## src/rtl/regfile_mp_sb.sv

```systemverilog
// Multi-port integer register file with per-register scoreboard and sequenced post-reset clear.
// Latency: reads and busy queries are combinational; writes, issues and clears take effect at the next clk_i edge.
// Backpressure: none; ready_o stays low for REG_NUM cycles after reset while the array is cleared.
//
// Ports:
//   clk_i, rst_i            clock, synchronous active-high reset
//   rs_addr_i/rs_data_o     NRP read ports (addr packed AW per port, data packed XLEN per port)
//   rs_busy_o               scoreboard busy flag of each read port's register
//   issue_we_i/issue_addr_i decode marks a destination register as having a pending producer
//   rd_we_i/rd_addr_i/rd_data_i  NWP writeback ports, higher index wins on address collision
//   ready_o                 array cleared, normal operation
// Optional feature: define REGFILE_BYPASS_EN to forward same-cycle writeback data to reads.

module regfile_mp_sb #(
  parameter int XLEN    = 32,
  parameter int REG_NUM = 32,
  parameter int AW      = 5,
  parameter int NRP     = 2,
  parameter int NWP     = 2
) (
  input  logic                clk_i,
  input  logic                rst_i,
  input  logic [NRP*AW-1:0]   rs_addr_i,
  output logic [NRP*XLEN-1:0] rs_data_o,
  output logic [NRP-1:0]      rs_busy_o,
  input  logic                issue_we_i,
  input  logic [AW-1:0]       issue_addr_i,
  input  logic [NWP-1:0]      rd_we_i,
  input  logic [NWP*AW-1:0]   rd_addr_i,
  input  logic [NWP*XLEN-1:0] rd_data_i,
  output logic                ready_o
);

  typedef enum logic {ST_INIT, ST_RUN} state_t;

  state_t             state_q, state_d;
  logic [AW-1:0]      clr_cnt_q, clr_cnt_d;
  logic [XLEN-1:0]    regs_q [REG_NUM];
  logic [REG_NUM-1:0] busy_q, busy_d;
  logic               run;
  logic [AW-1:0]      ra;

  assign run     = (state_q == ST_RUN);
  assign ready_o = run;

  // ---------------- FSM ----------------
  always_ff @(posedge clk_i) begin
    if (rst_i) begin
      state_q   <= ST_INIT;
      clr_cnt_q <= '0;
    end else begin
      state_q   <= state_d;
      clr_cnt_q <= clr_cnt_d;
    end
  end

  always_comb begin
    state_d   = state_q;
    clr_cnt_d = clr_cnt_q;
    case (state_q)
      ST_INIT: begin
        // Counter parks on the last entry rather than wrapping.
        if (clr_cnt_q == AW'(REG_NUM - 1)) state_d = ST_RUN;
        else                              clr_cnt_d = clr_cnt_q + 1'b1;
      end
      default: state_d = ST_RUN;
    endcase
  end

  // ---------------- Storage (no reset: cleared one entry per cycle) ----------------
  always_ff @(posedge clk_i) begin
    if (!rst_i) begin
      if (!run) begin
        regs_q[clr_cnt_q] <= '0;
      end else begin
        // Later loop iterations override earlier ones: higher port index wins.
        for (int k = 0; k < NWP; k++) begin
          if (rd_we_i[k] && (rd_addr_i[k*AW +: AW] != '0))
            regs_q[rd_addr_i[k*AW +: AW]] <= rd_data_i[k*XLEN +: XLEN];
        end
      end
    end
  end

  // ---------------- Scoreboard ----------------
  always_comb begin
    busy_d = busy_q;
    if (run) begin
      for (int k = 0; k < NWP; k++) begin
        if (rd_we_i[k]) busy_d[rd_addr_i[k*AW +: AW]] = 1'b0;
      end
      // Applied after the clears so a new producer outranks a same-cycle writeback.
      if (issue_we_i && (issue_addr_i != '0)) busy_d[issue_addr_i] = 1'b1;
    end
    busy_d[0] = 1'b0;
  end

  always_ff @(posedge clk_i) begin
    if (rst_i) busy_q <= '0;
    else       busy_q <= busy_d;
  end

  // ---------------- Read ports ----------------
  always_comb begin
    rs_data_o = '0;
    rs_busy_o = '0;
    ra        = '0;
    for (int p = 0; p < NRP; p++) begin
      ra = rs_addr_i[p*AW +: AW];
      rs_data_o[p*XLEN +: XLEN] = regs_q[ra];
      rs_busy_o[p]              = busy_q[ra];
`ifdef REGFILE_BYPASS_EN
      for (int k = 0; k < NWP; k++) begin
        if (rd_we_i[k] && (rd_addr_i[k*AW +: AW] == ra)) begin
          rs_data_o[p*XLEN +: XLEN] = rd_data_i[k*XLEN +: XLEN];
          // Value is being produced now; only a same-cycle reissue keeps it busy.
          rs_busy_o[p]              = issue_we_i && (issue_addr_i == ra);
        end
      end
`endif
      if (!run || (ra == '0)) begin
        rs_data_o[p*XLEN +: XLEN] = '0;
        rs_busy_o[p]              = 1'b0;
      end
    end
  end

endmodule

```

## config.mk

```make
export PLATFORM = sky130hd
export DESIGN_NAME = regfile_mp_sb
export DESIGN_NICKNAME = d
export VERILOG_FILES = /design/src/rtl/regfile_mp_sb.sv
export SDC_FILE = /design/constraint.sdc
export NUM_CORES = 2
export LEC_CHECK = 0
export ABC_AREA = 0
export CAP_MARGIN = 20
export CORE_MARGIN = 3
export CORE_UTILIZATION = 40
export CTS_CLUSTER_DIAMETER = 200
export DETAILED_ROUTE_END_ITERATION = 8
export MAX_ROUTING_LAYER = met4
export PLACE_DENSITY = 0.68
export RECOVER_POWER = 25
export SLEW_MARGIN = 20
export SYNTH_ARGS = -nofsm -noshare
export SYNTH_HDL_FRONTEND = slang
export SYNTH_SLANG_ARGS = --single-unit
```

## constraint.sdc

```tcl
create_clock -name clk_i -period 4.54 [get_ports clk_i]
set_clock_uncertainty 0.1 [all_clocks]
set_input_delay 0.681 -clock clk_i [delete_from_list [all_inputs] [get_ports clk_i]]
set_output_delay 0.681 -clock clk_i [all_outputs]
set_load 0.05 [all_outputs]
```

# After elaboration in Yosys (flattened, before gate mapping)
# Memories as Yosys holds them, arrays and structs flattened.
# Cells that the tools add are included.
# W data, S select, Z words.
[totals]
reg_bits = 38
mem_bits_rw = 1024
inputBits = 94
wordCells = 73
n_memories = 1
[op_classes]
n_addsub = 1
magnitude_cmp = 8
n_eq_ne = 1
muxes = 35
n_bitwise = 7
n_reduce_logical = 16
[mem_list]
columns = ["name", "depth", "width", "rd", "rd_clocked_by_memory_dff", "write_ports", "line_no", "text"]
rows = [
  ["regs_q", 32, 32, 2, 0, 2, "38", "logic [XLEN-1:0] regs_q [REG_NUM];"],
]
[ops]
columns = ["cell", "n"]
rows = [
  ["$mux W32", 8],
  ["$and A32 B32 Y32", 2],
  ["$not A32 Y32", 2],
  ["$or A32 B32 Y32", 1],
  ["$reduce_or A32 Y1", 1],
  ["$lt A5 B6 Y1 const B", 5],
  ["$mux W1", 21],
  ["$demux W1 S5", 3],
  ["$ge A5 B1 Y1 const B", 3],
  ["$reduce_bool A5 Y1", 3],
  ["$bmux W1 S5", 2],
  ["$logic_not A5 Y1", 2],
  ["$logic_and A1 B1 Y1", 6],
  ["$add A5 B1 Y5 const B", 1],
  ["$eq A5 B5 Y1 const B", 1],
  ["$mux W5", 1],
  ["$logic_or A1 B1 Y1", 2],
  ["$not A1 Y1", 2],
  ["$reduce_and A2 Y1", 1],
  ["$logic_not A1 Y1", 1],
]

# Longest topological paths before layout
[logic_depth]
ltp_word = 13
depth_mapped = 8
ltp_nobuf = 7

# Least setup slack after synthesis
# No wires, ideal clock.
[synth_timing]
path_type = "input to register"
from = "input port rst_i"
to = "memory regs_q[30][0] (enable)"
t_arrival_ns = 4.232
slack_ns = -0.264
cell_stages = 5
n_path_buf = 1
path_cell_list = "nand3b_1 -> a21oi_1 -> buf_2 -> mux2_2 -> o32ai_1"
[synth_rtl]
columns = ["element", "line_no", "text"]
rows = [
  ["start, declared", "22", "input logic rst_i,"],
  ["end, declared", "38", ""],
]

==> flow_metrics.env <==
export IMPL_worstMarginPinSlew_ns=1.548
export IMPL_dpl_hpwl_um=123500
export IMPL_grtUsageTotal_pct=27.04
export IMPL_holdBufCountCts=0
export IMPL_root_buffer="clkbuf_16"
export IMPL_drt_pass1_iterations=6
export IMPL_setup_viol=0
export IMPL_yosysTopAreaCellShare_pct=50.53
export IMPL_first_global_vias=44350
export IMPL_vdd_drop_max_mv=0.2792
export IMPL_synth_edff_count=1024
export IMPL_initial_utilization_pct=40.44
export IMPL_slew_headroom_pct=-3.233
export IMPL_numCtsBuffers=107
export IMPL_avgSynthCellArea_um2=12.20
export IMPL_grt_max_degree=97
export IMPL_grt_pass1_wl_um=303300
export IMPL_netlist_area_um2=60860
export IMPL_yosys_area_top_type="edfxtp_1"
export IMPL_period_needed_ns=4.387
export IMPL_insertion_delay_ns=0.70
export IMPL_hp_class="reg2reg"
export IMPL_arrival_ns=4.69
export IMPL_die_x_um=396.1
export IMPL_synth_flop_cell="edfxtp_1"
export IMPL_violations="capacitance limit, slew limit"
export IMPL_synthTopCellsByArea="edfxtp_1 51%, mux4_2 19%, o21ai_0 8.2%"
export IMPL_dpl_cell_area_um2=65970
export IMPL_area_growth_pct=14.13
export IMPL_cpMaxStageDelayCell="a21oi_1"
export IMPL_cap_violations=2
export IMPL_io_pin_count=161
export IMPL_path_clk_slew_ns=0.06
export IMPL_core_area_um2=150500
export IMPL_fin_area_um2=69460
export IMPL_worstPathCellList="buf_4, nand3b_1, a21oi_1, mux2_2, o31ai_4, buf_12"
export IMPL_critical_path_required_ns=4.85
export IMPL_port_buffers=160
export IMPL_max_freq_mhz=228.0
export IMPL_async_reset_ff_share_pct=0
export IMPL_maxSlewViolCount=47
export IMPL_clock_path_buffers=3
export IMPL_rsz0062_at_grt="false"
export IMPL_final_nets=4989
export IMPL_cts_sinks=1061
export IMPL_endpoint_kind="flop"
export IMPL_outcome="finished with violations"
export IMPL_gp_congestion=0.9169
export IMPL_hold_viol=0
export IMPL_powerDensity_nw_per_um2=308.6
export IMPL_viasPerCell=6.450
export IMPL_via_count=45190
export IMPL_yosys_warnings=0
export IMPL_fin_crit_sh_pct=96.62
export IMPL_htreeDepth=3
export IMPL_cts_tree="done"
export IMPL_dieArea_um2=156900
export IMPL_wl_per_cell_um=30.00
export IMPL_critical_path_max_stage_delay_ns=1.17
export IMPL_gr_total_overflow=0
export IMPL_antenna_found_initial=8
export IMPL_syn_nets=5086
export IMPL_synthMostInstantiatedCell="nand2_1"
export IMPL_yosysSeqAreaShare_pct=51.74
export IMPL_postRouteAntennaNets=0
export IMPL_netlist_instances=4990
export IMPL_row_count=142
export IMPL_crit_type="reg2reg"
export IMPL_startpoint_type="flop"
export IMPL_synth_seq_cells=1061
export IMPL_die_y_um=396.1
export IMPL_crit_fanout=13
export IMPL_synth_commonest_cells="1,076 x nand2_1, 1,024 x edfxtp_1, 993 x o21ai_0"
export IMPL_drt_iter0_markers=6596
export IMPL_wl_um=210100
export IMPL_drive_gt1_share_pct=22.10
export IMPL_p_total_mw=21.44
export IMPL_drc=0
export IMPL_leakage_nw=20.87
export IMPL_synth_distinct_cells=53
==> power breakdown <==
group          switching (mW)  internal, mW  leakage (nW)
sequential             0.0327          10.6          8.30
combinational           0.860         0.618          10.8
clock                    3.97          5.32          1.76
==> worst max-delay path, delay by kind of cell (launching register included) <==
family | cells | cell delay [ns]
AOI/OAI and AO/OA | 2 | 2.02
buffers and inverters | 2 | 0.56
DFF | 1 | 0.64
muxes | 1 | 0.61
and+or+nand+nor | 1 | 0.11
==> cell usage in the layout, fill, tap and decap left out, types with 12 or more instances in the layout <==
master / count
buf_12: 102
clkdlybuf4s50_1: 65
mux2i_1: 267
o221ai_1: 65
o22a_1: 65
inv_1: 52
o21ai_0: 1000
edfxtp_1: 1024
o31ai_4: 25
o21ai_1: 25
clkinv_1: 23
buf_4: 183
clkbuf_16: 111
clkbuf_2: 19
clkbuf_1: 19
clkinv_2: 21
nor3_4: 12
a22oi_1: 27
a21oi_1: 35
nand2_1: 1076
mux4_2: 526
nor2_1: 21
bufinv_16: 15
buf_2: 22
dfxtp_1: 37
==> cells by family (layout without fill, tap and decap cells) <==
| family | count (synthesis) | in the layout | synth area share (%) |
|---|---|---|---|
| AOI/OAI and AO/OA | 1257 | 1257 | 11.44 |
| and+or+nand+nor | 1202 | 1202 | 8.129 |
| DFF | 1061 | 1061 | 51.74 |
| muxes | 801 | 801 | 23.99 |
| buffers and inverters | 664 | 656 | 4.611 |
| xor gates and xnor gates | 3 | 3 | 0.04318 |
| adders and majority gates | 2 | 2 | 0.04111 |
| other | 0 | 8 | 0 |
==> through the flow <==
| step | util [%] | instances | worst slack [ns] | hold WS (ns) | setup TNS (ns) |
|---|---|---|---|---|---|
| finish | 46.16 | 7006 | 0.1534 | 0.3913 | 0 |
| global route | 46.15 | 7005 | 0.1355 | 0.4006 | 0 |
| CTS | 46.25 | 6998 | 0.2692 | 0.3857 | 0 |
| detailed placement | 43.84 | 6798 | 0.05397 | 0.3791 | 0 |
| global placement | 43.84 | 6797 | 0.06528 | 0.3630 | 0 |
| floorplan | - | 4990 | -0.2635 | 0.3561 | -88.45 |
==> final cells by class <==
class                      count  area (um^2)
tap                         2016         2522
clock buffer                 124         2826
timing repair buffer         405         4409
sequential                  1061        31490
antenna                        8        20.02
clock inverter                74        792.0
multi-input combinational   3265        27200
fill                       12980        81030
inverter                      53        198.9
==> worst paths after layout <==
kind	from	end	slack (ns)	cells past startpoint
max	ready_o	regs_q[28][4]	0.15	6
min	busy_q[3]	busy_q[3]	0.39	2
max reg2reg	ready_o	regs_q[28][4]	0.15	6
min reg2reg	busy_q[3]	busy_q[3]	0.39	2
==> per-layer routing <==
layer / track usage, % / routed length, um
met3: 5.356 / 24920
met5: - / 0
met4: 14.71 / 12710
met2: 41.66 / 98090
met1: 33.72 / 74410
==> flip-flops by register name, summed over array words and instances, names as in the netlist <==
| signal | count |
|---|---|
| busy_q | 31 |
| clr_cnt_q | 5 |
| regs_q | 1024 |
| ready_o | 1 |
==> repair_timing <==
item / in CTS / in global routing
endpoints found under the setup margin: 1 / 0
setup buffers: 2 / 0
resized for setup: 0 / 0
Power figures use the tool's default switching activity.
